**src/rtl/timer_pkg.sv**
```systemverilog
// rtl/timer_pkg.sv - shared state encoding and HMS limits for the timer blocks
package timer_pkg;

    localparam int SEC_W = 7;
    localparam int HR_W  = 5;

    localparam logic [SEC_W-1:0] MAX_SEC = 7'd59;
    localparam logic [SEC_W-1:0] MAX_MIN = 7'd59;
    localparam logic [HR_W-1:0]  MAX_HR  = 5'd23;

    typedef enum logic [1:0] {
        IDLE  = 2'd0,
        RUN   = 2'd1,
        PAUSE = 2'd2,
        DONE  = 2'd3
    } timer_state_t;

endpackage

```
**src/rtl/tick_prescaler.sv**
```systemverilog
// rtl/tick_prescaler.sv - divides clk down to a one-cycle tick every CLK_HZ enabled cycles
module tick_prescaler #(
    parameter int CLK_HZ = 100_000_000
) (
    input  logic clk,
    input  logic rst_n,
    input  logic en,
    input  logic clr,
    output logic tick
);

    localparam int CNT_W = (CLK_HZ > 1) ? $clog2(CLK_HZ) : 1;
    localparam logic [CNT_W-1:0] LAST = CNT_W'(CLK_HZ - 1);

    logic [CNT_W-1:0] cnt;
    logic             at_last;

    assign at_last = (cnt == LAST);
    assign tick    = en && !clr && at_last;

    // The count holds while en is low so a paused timer resumes mid-second.
    always_ff @(posedge clk or negedge rst_n) begin
        if (!rst_n) begin
            cnt <= '0;
        end else if (clr) begin
            cnt <= '0;
        end else if (en) begin
            cnt <= at_last ? '0 : cnt + 1'b1;
        end
    end

endmodule

```
**src/rtl/countdown_timer.sv**
```systemverilog
// rtl/countdown_timer.sv - HH:MM:SS down-counter with load/start/stop and expiry pulse
module countdown_timer
    import timer_pkg::*;
#(
    parameter int CLK_HZ = 100_000_000
) (
    input  logic             clk,
    input  logic             rst_n,
    input  logic             load,
    input  logic [HR_W-1:0]  load_hr,
    input  logic [SEC_W-1:0] load_min,
    input  logic [SEC_W-1:0] load_sec,
    input  logic             start,
    input  logic             stop,
    output logic [HR_W-1:0]  cur_hr,
    output logic [SEC_W-1:0] cur_min,
    output logic [SEC_W-1:0] cur_sec,
    output logic             running,
    output logic             expired,
    output logic             done
);

    timer_state_t     state, state_nx;
    logic [HR_W-1:0]  hr_nx;
    logic [SEC_W-1:0] min_nx, sec_nx;
    logic             expired_nx;
    logic             tick;
    logic             nonzero;

    assign nonzero = (cur_hr != '0) || (cur_min != '0) || (cur_sec != '0);

    tick_prescaler #(
        .CLK_HZ (CLK_HZ)
    ) u_prescaler (
        .clk   (clk),
        .rst_n (rst_n),
        .en    (state == RUN),
        .clr   (load),
        .tick  (tick)
    );

    always_comb begin
        state_nx   = state;
        hr_nx      = cur_hr;
        min_nx     = cur_min;
        sec_nx     = cur_sec;
        expired_nx = 1'b0;

        if (load) begin
            state_nx = IDLE;
            hr_nx    = (load_hr  > MAX_HR)  ? MAX_HR  : load_hr;
            min_nx   = (load_min > MAX_MIN) ? MAX_MIN : load_min;
            sec_nx   = (load_sec > MAX_SEC) ? MAX_SEC : load_sec;
        end else begin
            case (state)
                IDLE: begin
                    if (!stop && start && nonzero) state_nx = RUN;
                end
                RUN: begin
                    if (stop) begin
                        state_nx = PAUSE;
                    end else if (tick) begin
                        if (cur_sec != '0) begin
                            sec_nx = cur_sec - 1'b1;
                        end else if (cur_min != '0) begin
                            sec_nx = MAX_SEC;
                            min_nx = cur_min - 1'b1;
                        end else begin
                            sec_nx = MAX_SEC;
                            min_nx = MAX_MIN;
                            hr_nx  = cur_hr - 1'b1;
                        end
                        // RUN is only entered with a nonzero time, so the only way to
                        // reach zero here is from 00:00:01.
                        if (cur_hr == '0 && cur_min == '0 && cur_sec == 7'd1) begin
                            state_nx   = DONE;
                            expired_nx = 1'b1;
                        end
                    end
                end
                PAUSE: begin
                    if (!stop && start) state_nx = RUN;
                end
                DONE: begin
                    state_nx = DONE;
                end
                default: state_nx = IDLE;
            endcase
        end
    end

    always_ff @(posedge clk or negedge rst_n) begin
        if (!rst_n) begin
            state   <= IDLE;
            cur_hr  <= '0;
            cur_min <= '0;
            cur_sec <= '0;
            running <= 1'b0;
            expired <= 1'b0;
            done    <= 1'b0;
        end else begin
            state   <= state_nx;
            cur_hr  <= hr_nx;
            cur_min <= min_nx;
            cur_sec <= sec_nx;
            running <= (state_nx == RUN);
            expired <= expired_nx;
            done    <= (state_nx == DONE);
        end
    end

endmodule

```
**config.mk**
```make
export PLATFORM = sky130hd
export DESIGN_NAME = countdown_timer
export DESIGN_NICKNAME = d
export VERILOG_FILES = /design/src/rtl/timer_pkg.sv /design/src/rtl/tick_prescaler.sv /design/src/rtl/countdown_timer.sv
export SDC_FILE = /design/constraint.sdc
export NUM_CORES = 1
export LEC_CHECK = 0
export CELL_PAD_IN_SITES_DETAIL_PLACEMENT = 1
export CELL_PAD_IN_SITES_GLOBAL_PLACEMENT = 2
export CORE_ASPECT_RATIO = 1.1
export CORE_MARGIN = 2
export CORE_UTILIZATION = 33
export CTS_CLUSTER_DIAMETER = 150
export DETAILED_ROUTE_END_ITERATION = 12
export PLACE_DENSITY_LB_ADDON = 0.12
export SLEW_MARGIN = 10
export SYNTH_ARGS = -nofsm -noshare
export SYNTH_HDL_FRONTEND = slang
export SYNTH_SLANG_ARGS = --single-unit
```
**constraint.sdc**
```tcl
create_clock -name clk -period 2.7 [get_ports clk]
set_input_delay 0.54 -clock clk [delete_from_list [all_inputs] [get_ports clk]]
set_output_delay 0.54 -clock clk [all_outputs]
set_load 0.01 [all_outputs]
```
==> flow_summary.toml <==
[outcome]
outcome = "finished clean"

[yosys]
synth_edf_count = 0
synth_area_leaders = "dfrtp_1 41%, a31oi_1 4.2%, nor2_1 3.8%"
yosys_warnings = 0
synth-seq-area-share = 0.407
synthAdderAreaFrac = 0.0240
synth_nets = 397
ys.flop_type = "dfrtp_1"
synth_compound_area_frac = 0.207
ys_ff_latch = 51
syn_inst = 367
synth_top_family_by_area = "simple AND/OR/NAND/NOR gates"
async_flop_share = 1.00
synth_cell_type_count = 53
synth_top_area_cell = "dfrtp_1"
synthMuxAreaShare = 0.00958
avgSynthCellArea_um2 = 8.54
synthXorXnorAreaFrac = 0
yosys.area.top_type_share = 0.407
yosys.area_share.simple = 0.299
synth_area_um2 = 3130

[placement]
portBuffers = 45
place_congestion = 0.791
hpwl_um = 7150

[clock_tree]
clockRootBuffer = "clkbuf_8"
cts_buffers = 5
cts_resized = 0
postCtsSetupRepairBufs = 0
clock_path_buffers = 2
clk_latency_ns = 0.32
holdBufCountCts = 0
clock_sinks = 51
ctsHtreeMaxLevel = 2
cts_tree = "done"
clkTransAtPathRegs_ns = 0.11

[floorplan]
die_area_um2 = 10300
die_height_um = 106
fp-row-count = 37
core_area_um2 = 9310
fp.dieW_um = 96.9
start_util = 0.337
ioPinCount = 46

[worst_setup_path]
crit_chain = "inv_1 > ha_1 > or3b_4 > or4_1 > buf_4 > nor2_1 > nand4bb_1 > a31oi_1"
path_class = "flip-flop to flip-flop"
worstPathArrival_ns = 2.64
slowest_stage = "or4_1"
startpoint_type = "flip-flop"
max_stage_delay_ns = 0.49
cp_data_required_time_ns = 2.94
crit_path_max_fanout = 5
endpoint_kind = "flip-flop"

[sta]
finalCritPeriodShare = 0.892
final.hold.worst_slack_ns = 0.339
final-setup-viol-count = 0
tns_ns = 0
slew_headroom = 0.528
finClkSkew_ns = 0.0168
fmax_mhz = 415
rsz0062_at_grt = "false"
fin_crit_ns = 2.41
hold_viol = 0
tightest_slew_ns = 0.708
maxSlewViolCount = 0

[power_and_ir_drop]
power_frac_clock = 0.304
swShare = 0.291
p_leak_nw = 1.58
seqPwrFrac = 0.539
power.switching_mw = 0.449
power_density_nw_per_um2 = 397
power.internal_mw = 1.09
pwr-share-comb = 0.156
ir_worst_vdd_v = 0.000164

[job]
drv_cap = 0

[global_route]
grt_pass1_vias = 3180
grt_use_total = 0.192
grt_remaining_overflow = 0
antenna_found_initial = 0
grt_pass1_wl_um = 16200
grt_max_degree = 52

[layout]
drive_above_1_share = 0.0788
nNetsFinal = 448
final_core_util = 0.417
antenna_cells = 0
syn2layout_area_growth_pct = 23.9

[min_path]
hold_class = "input pin to asynchronous set/reset pin"

[detailed_routing]
routedWlPerCell_um = 18.2
drcViolationCount = 0
viasPerCell = 5.74
first_pass_iters = 4
ant_nets = 0
drtIter0Drc = 100
vias = 3074
drt_wl_total_um = 9780
-- state kept, by name, indices dropped and copies added (netlist names) --
signal           flops
cur_hr               5
u_prescaler.cnt     27
cur_sec              7
done                 1
running              1
cur_min              7
expired              1
state                2
-- critical path, delay by kind of cell, from the launching register on --
family,cells,cell delay [ns]
compound gates,1,0.18
fa+ha+maj,1,0.19
buf+inv,2,0.27
flops,1,0.44
simple gates,4,1.24
-- power groups by stage --
stage          registers, mW  logic [mW]  clock network (mW)
6_report               0.832       0.241               0.469
3_5_place_dp           0.847       0.245                   0
4_1_cts                0.832       0.246               0.491
5_1_grt                0.839       0.267               0.512
3_3_place_gp           0.846       0.240                   0
2_1_floorplan          0.846      0.0972                   0
-- final timing paths --
check	cells after the start	end	start	slack [ns]
worst max-delay path	8	cur_hr[3]	cur_min[0]	0.29
worst min-delay path	2	cur_hr[2]	rst_n	0.34
worst max register to register	8	cur_hr[3]	cur_min[0]	0.29
worst min register to register	1	u_prescaler.cnt[26]	u_prescaler.cnt[26]	0.52
max in group asynchronous	2	u_prescaler.cnt[13]	rst_n	1.87
min in group clk	1	u_prescaler.cnt[26]	u_prescaler.cnt[26]	0.52
-- stage by stage --
stage	power [mW]	instances	area, µm²	setup WS [ns]
floorplan	0.944	367	3130	0.420
global placement	1.09	528	3800	0.176
detailed placement	1.09	528	3800	0.110
CTS	1.57	536	3880	0.288
global route	1.62	536	3880	0.116
finish	1.54	536	3880	0.292
-- cell usage in the layout, fill, tap and decap left out, drive strengths merged, types with 14 or more instances in the layout --
master	n
dfrtp	51
clkdlybuf4s50	44
nor2	32
nand2	27
a21oi	22
a31oi	21
inv	19
nand3	19
o21ai	19
buf	19
nor3	18
nand4	14
-- kinds of logic after synthesis --
family,after synthesis
multiplexers,3
flip-flops,51
AND/OR/NAND/NOR,170
adder cells (fa/ha/maj),6
buffers and inverters,38
AO/OA/AOI/OAI,99
-- area by class of cell --
type                       instances  area, µm²
fill                            1105       5420
multi-input combinational        278       1700
sequential                        51       1280
timing repair buffer              63        606
tap                              117        146
clock buffer                       6       72.6
inverter                          19       71.3
clock inverter                     2       12.5
-- per-layer routing --
| layer | GRT usage | vias to the layer above | share of wire |
|---|---|---|---|
| met5 | 0 | - | 0 |
| met4 | 0.0473 | 0 | 0.011 |
| met3 | 0.0256 | 9 | 0.024 |
| met2 | 0.359 | 48 | 0.53 |
| met1 | 0.233 | 1534 | 0.43 |
| li1 | - | 1483 | - |
-- cells in the mapped netlist (all sizes together), types with 10 or more instances --
library cell  instances
o21ai                19
nor2                 32
nor3                 18
dfrtp                51
nand2                27
a21oi                22
a31oi                21
nand3                19
clkbuf               11
nand4                14
inv                  19
and3                 10
Power figures use the tool's default switching activity.
==> RTL change: new RTL, config.mk and constraints unchanged <==
Encoding of `timer_state_t`: now one-hot (4 bits for 4 states).
--- a/src/rtl/timer_pkg.sv
+++ b/src/rtl/timer_pkg.sv
@@ -8,11 +8,11 @@
     localparam logic [SEC_W-1:0] MAX_MIN = 7'd59;
     localparam logic [HR_W-1:0]  MAX_HR  = 5'd23;
 
-    typedef enum logic [1:0] {
-        IDLE  = 2'd0,
-        RUN   = 2'd1,
-        PAUSE = 2'd2,
-        DONE  = 2'd3
+    typedef enum logic [3:0] {
+        IDLE  = 4'b0001,
+        RUN   = 4'b0010,
+        PAUSE = 4'b0100,
+        DONE  = 4'b1000
     } timer_state_t;
 
 endpackage
Function: no difference found for any inputs over 10 cycles, from zero or initial values and one cycle with rst_n low; not proved beyond that.
==> RTL change against the unedited design <==
  * Wire length up 0.14%
  * Cell area up 5.5%
  * Sequential power up 6.4%
  * Synthesized cell count unchanged
  * Synthesized area up 4.7%
  * Count of clock-buffer cells in the layout unchanged
  * First-iteration DRC count down 39%
  * Non-clock buffer count up 3
  * Setup slack worse by 0.11 ns
  * Total power up 13%
  * Global-route usage down 0.44 points
  * Sequential cell count up 2
  * Critical path type unchanged
==> RTL change: results (changes against the unedited design) <==
.. list-table::
   :header-rows: 1

   * - Metric
     - Value
   * - Result of the run
     - finished clean
   * - Switch share
     - 0.276 (-0.0146)
   * - Fraction of final layout cells with drive strength greater than 1
     - 0.131 (+0.0527)
   * - Filler Cells Inserted
     - 1160 (+5.0%)
   * - Syn avg cell area
     - 8.94 µm² (+4.7%)
   * - Count of unique library cells instantiated by Yosys
     - 67 (+26%)
   * - Seq. pwr
     - 0.000885 W (+6.4%)
   * - Minimum setup slack after placement
     - 0.189 ns (+0.0784 ns)
   * - Routed WL
     - 9.79 mm (+0.14%)
   * - Weighted congestion at the end of routability-driven global placement
     - 0.775 (-1.9%)
   * - Final worst hold slack
     - 0.0801 ns (-0.259 ns)
   * - Clock network fraction of design power
     - 0.325 (+0.021)
   * - Number of nets in the finished design
     - 455 (+1.6%)
   * - Top area cells in the synthesized netlist
     - sky130_fd_sc_hd__dfrtp_1, sky130_fd_sc_hd__a31oi_1, sky130_fd_sc_hd__a21oi_1
   * - Area Growth Syn to Fin
     - 24.9%
   * - Final clock skew
     - 0.00922 ns (-0.00761 ns)
   * - Final count of pins violating max slew
     - 0 (unchanged)
   * - Maximum number of pins on one net before global-route repair
     - 37 (-29%)
   * - Clock insertion delay at the later pin of the skew report
     - 0.32 ns (about the same)
   * - Post-CTS Repair Setup Buffers
     - 0 (unchanged)
   * - Static Leakage
     - 1.60 nW (+1.0%)
   * - Asr flop ratio synth
     - 1.00 (unchanged)
   * - CTS Root Buffer Type
     - sky130_fd_sc_hd__clkbuf_8
   * - Largest driver fanout on the critical path
     - 6 (+1)
   * - Max-slew headroom at the worst pin
     - 0.562 (+0.0335)
   * - Global-route wire length before repair
     - 16.3 mm (+0.64%)
   * - Max rail drop VDD
     - 183 µV (+12%)
   * - Placed standard-cell area
     - 3990 µm² (+5.0%)
   * - HPWL after detailed placement
     - 7.24 mm (+1.3%)
   * - Largest stage delay on the critical path
     - 0.62 ns (+0.13 ns)
   * - Sequential Power Share
     - 0.508 (-0.031)
   * - Critical-path top delay cell
     - sky130_fd_sc_hd__or4_4
   * - Inst Count DP
     - 538 (+1.9%)
   * - Number of iterations in the first detailed-routing pass
     - 4 (unchanged)
   * - Sequential cell area fraction in the yosys report
     - 0.405 (-0.00254)
   * - Via count of the first global-routing pass
     - 3203 (+0.72%)
   * - Worst endpoint data arrival time
     - 2.76 ns (+0.12 ns)
   * - Beginning of the worst register-to-register path
     - u_prescaler.cnt[0]
   * - CTS Buf Count
     - 5 (unchanged)
   * - Routed wire per std cell
     - 17.9 µm (-1.7%)
   * - Logic depth of the worst register-to-register path
     - 6 (-2)
   * - Via count
     - 3125 (+1.7%)
==> RTL change: worst reg2reg max path: cells and delay by family, from the launching register on <==
family / cells / cell delay (ns)
AOI/OAI and AO/OA: 1 / 0.17
adders and majority gates: 1 / 0.25
and+or+nand+nor: 4 / 1.59
DFF: 1 / 0.43
==> RTL change: worst max-delay path by stage <==
stage / start / end / slack [ns]
final: u_prescaler.cnt[0] / cur_hr[3] / 0.19
after global routing: u_prescaler.cnt[0] / cur_hr[1] / 0.09
after CTS: u_prescaler.cnt[0] / cur_hr[3] / 0.17
after detailed placement: stop / cur_hr[3] / 0.19
after global placement: stop / cur_hr[3] / 0.22
after floorplan: u_prescaler.cnt[0] / cur_hr[3] / 0.39
==> RTL change: cell families (layout without fill, tap and decap cells) <==
family	after synthesis	in the layout	synth area share
and+or+nand+nor	158	158	0.296
AOI/OAI and AO/OA	108	108	0.213
DFF	53	53	0.405
buffers and inverters	35	94	0.0416
adders and majority gates	6	6	0.0229
muxes	4	4	0.0134
xor gates and xnor gates	3	3	0.00801
==> RTL change: per-layer routing <==
| layer | wire, µm | up-vias | track usage |
|---|---|---|---|
| met5 | 0 | - | 0 |
| met2 | 4880 | 44 | 0.333 |
| met1 | 4480 | 1566 | 0.240 |
| li1 | - | 1505 | - |
| met4 | 131 | 0 | 0.0489 |
| met3 | 292 | 10 | 0.0259 |
==> RTL change: area by class of cell <==
type / instances / area share
clock inverter: 2 / 0.00855
clock buffer: 6 / 0.0177
multi-input combinational: 279 / 0.444
sequential: 53 / 0.324
tap: 120 / 0.0367
timing repair buffer: 66 / 0.150
inverter: 20 / 0.0183
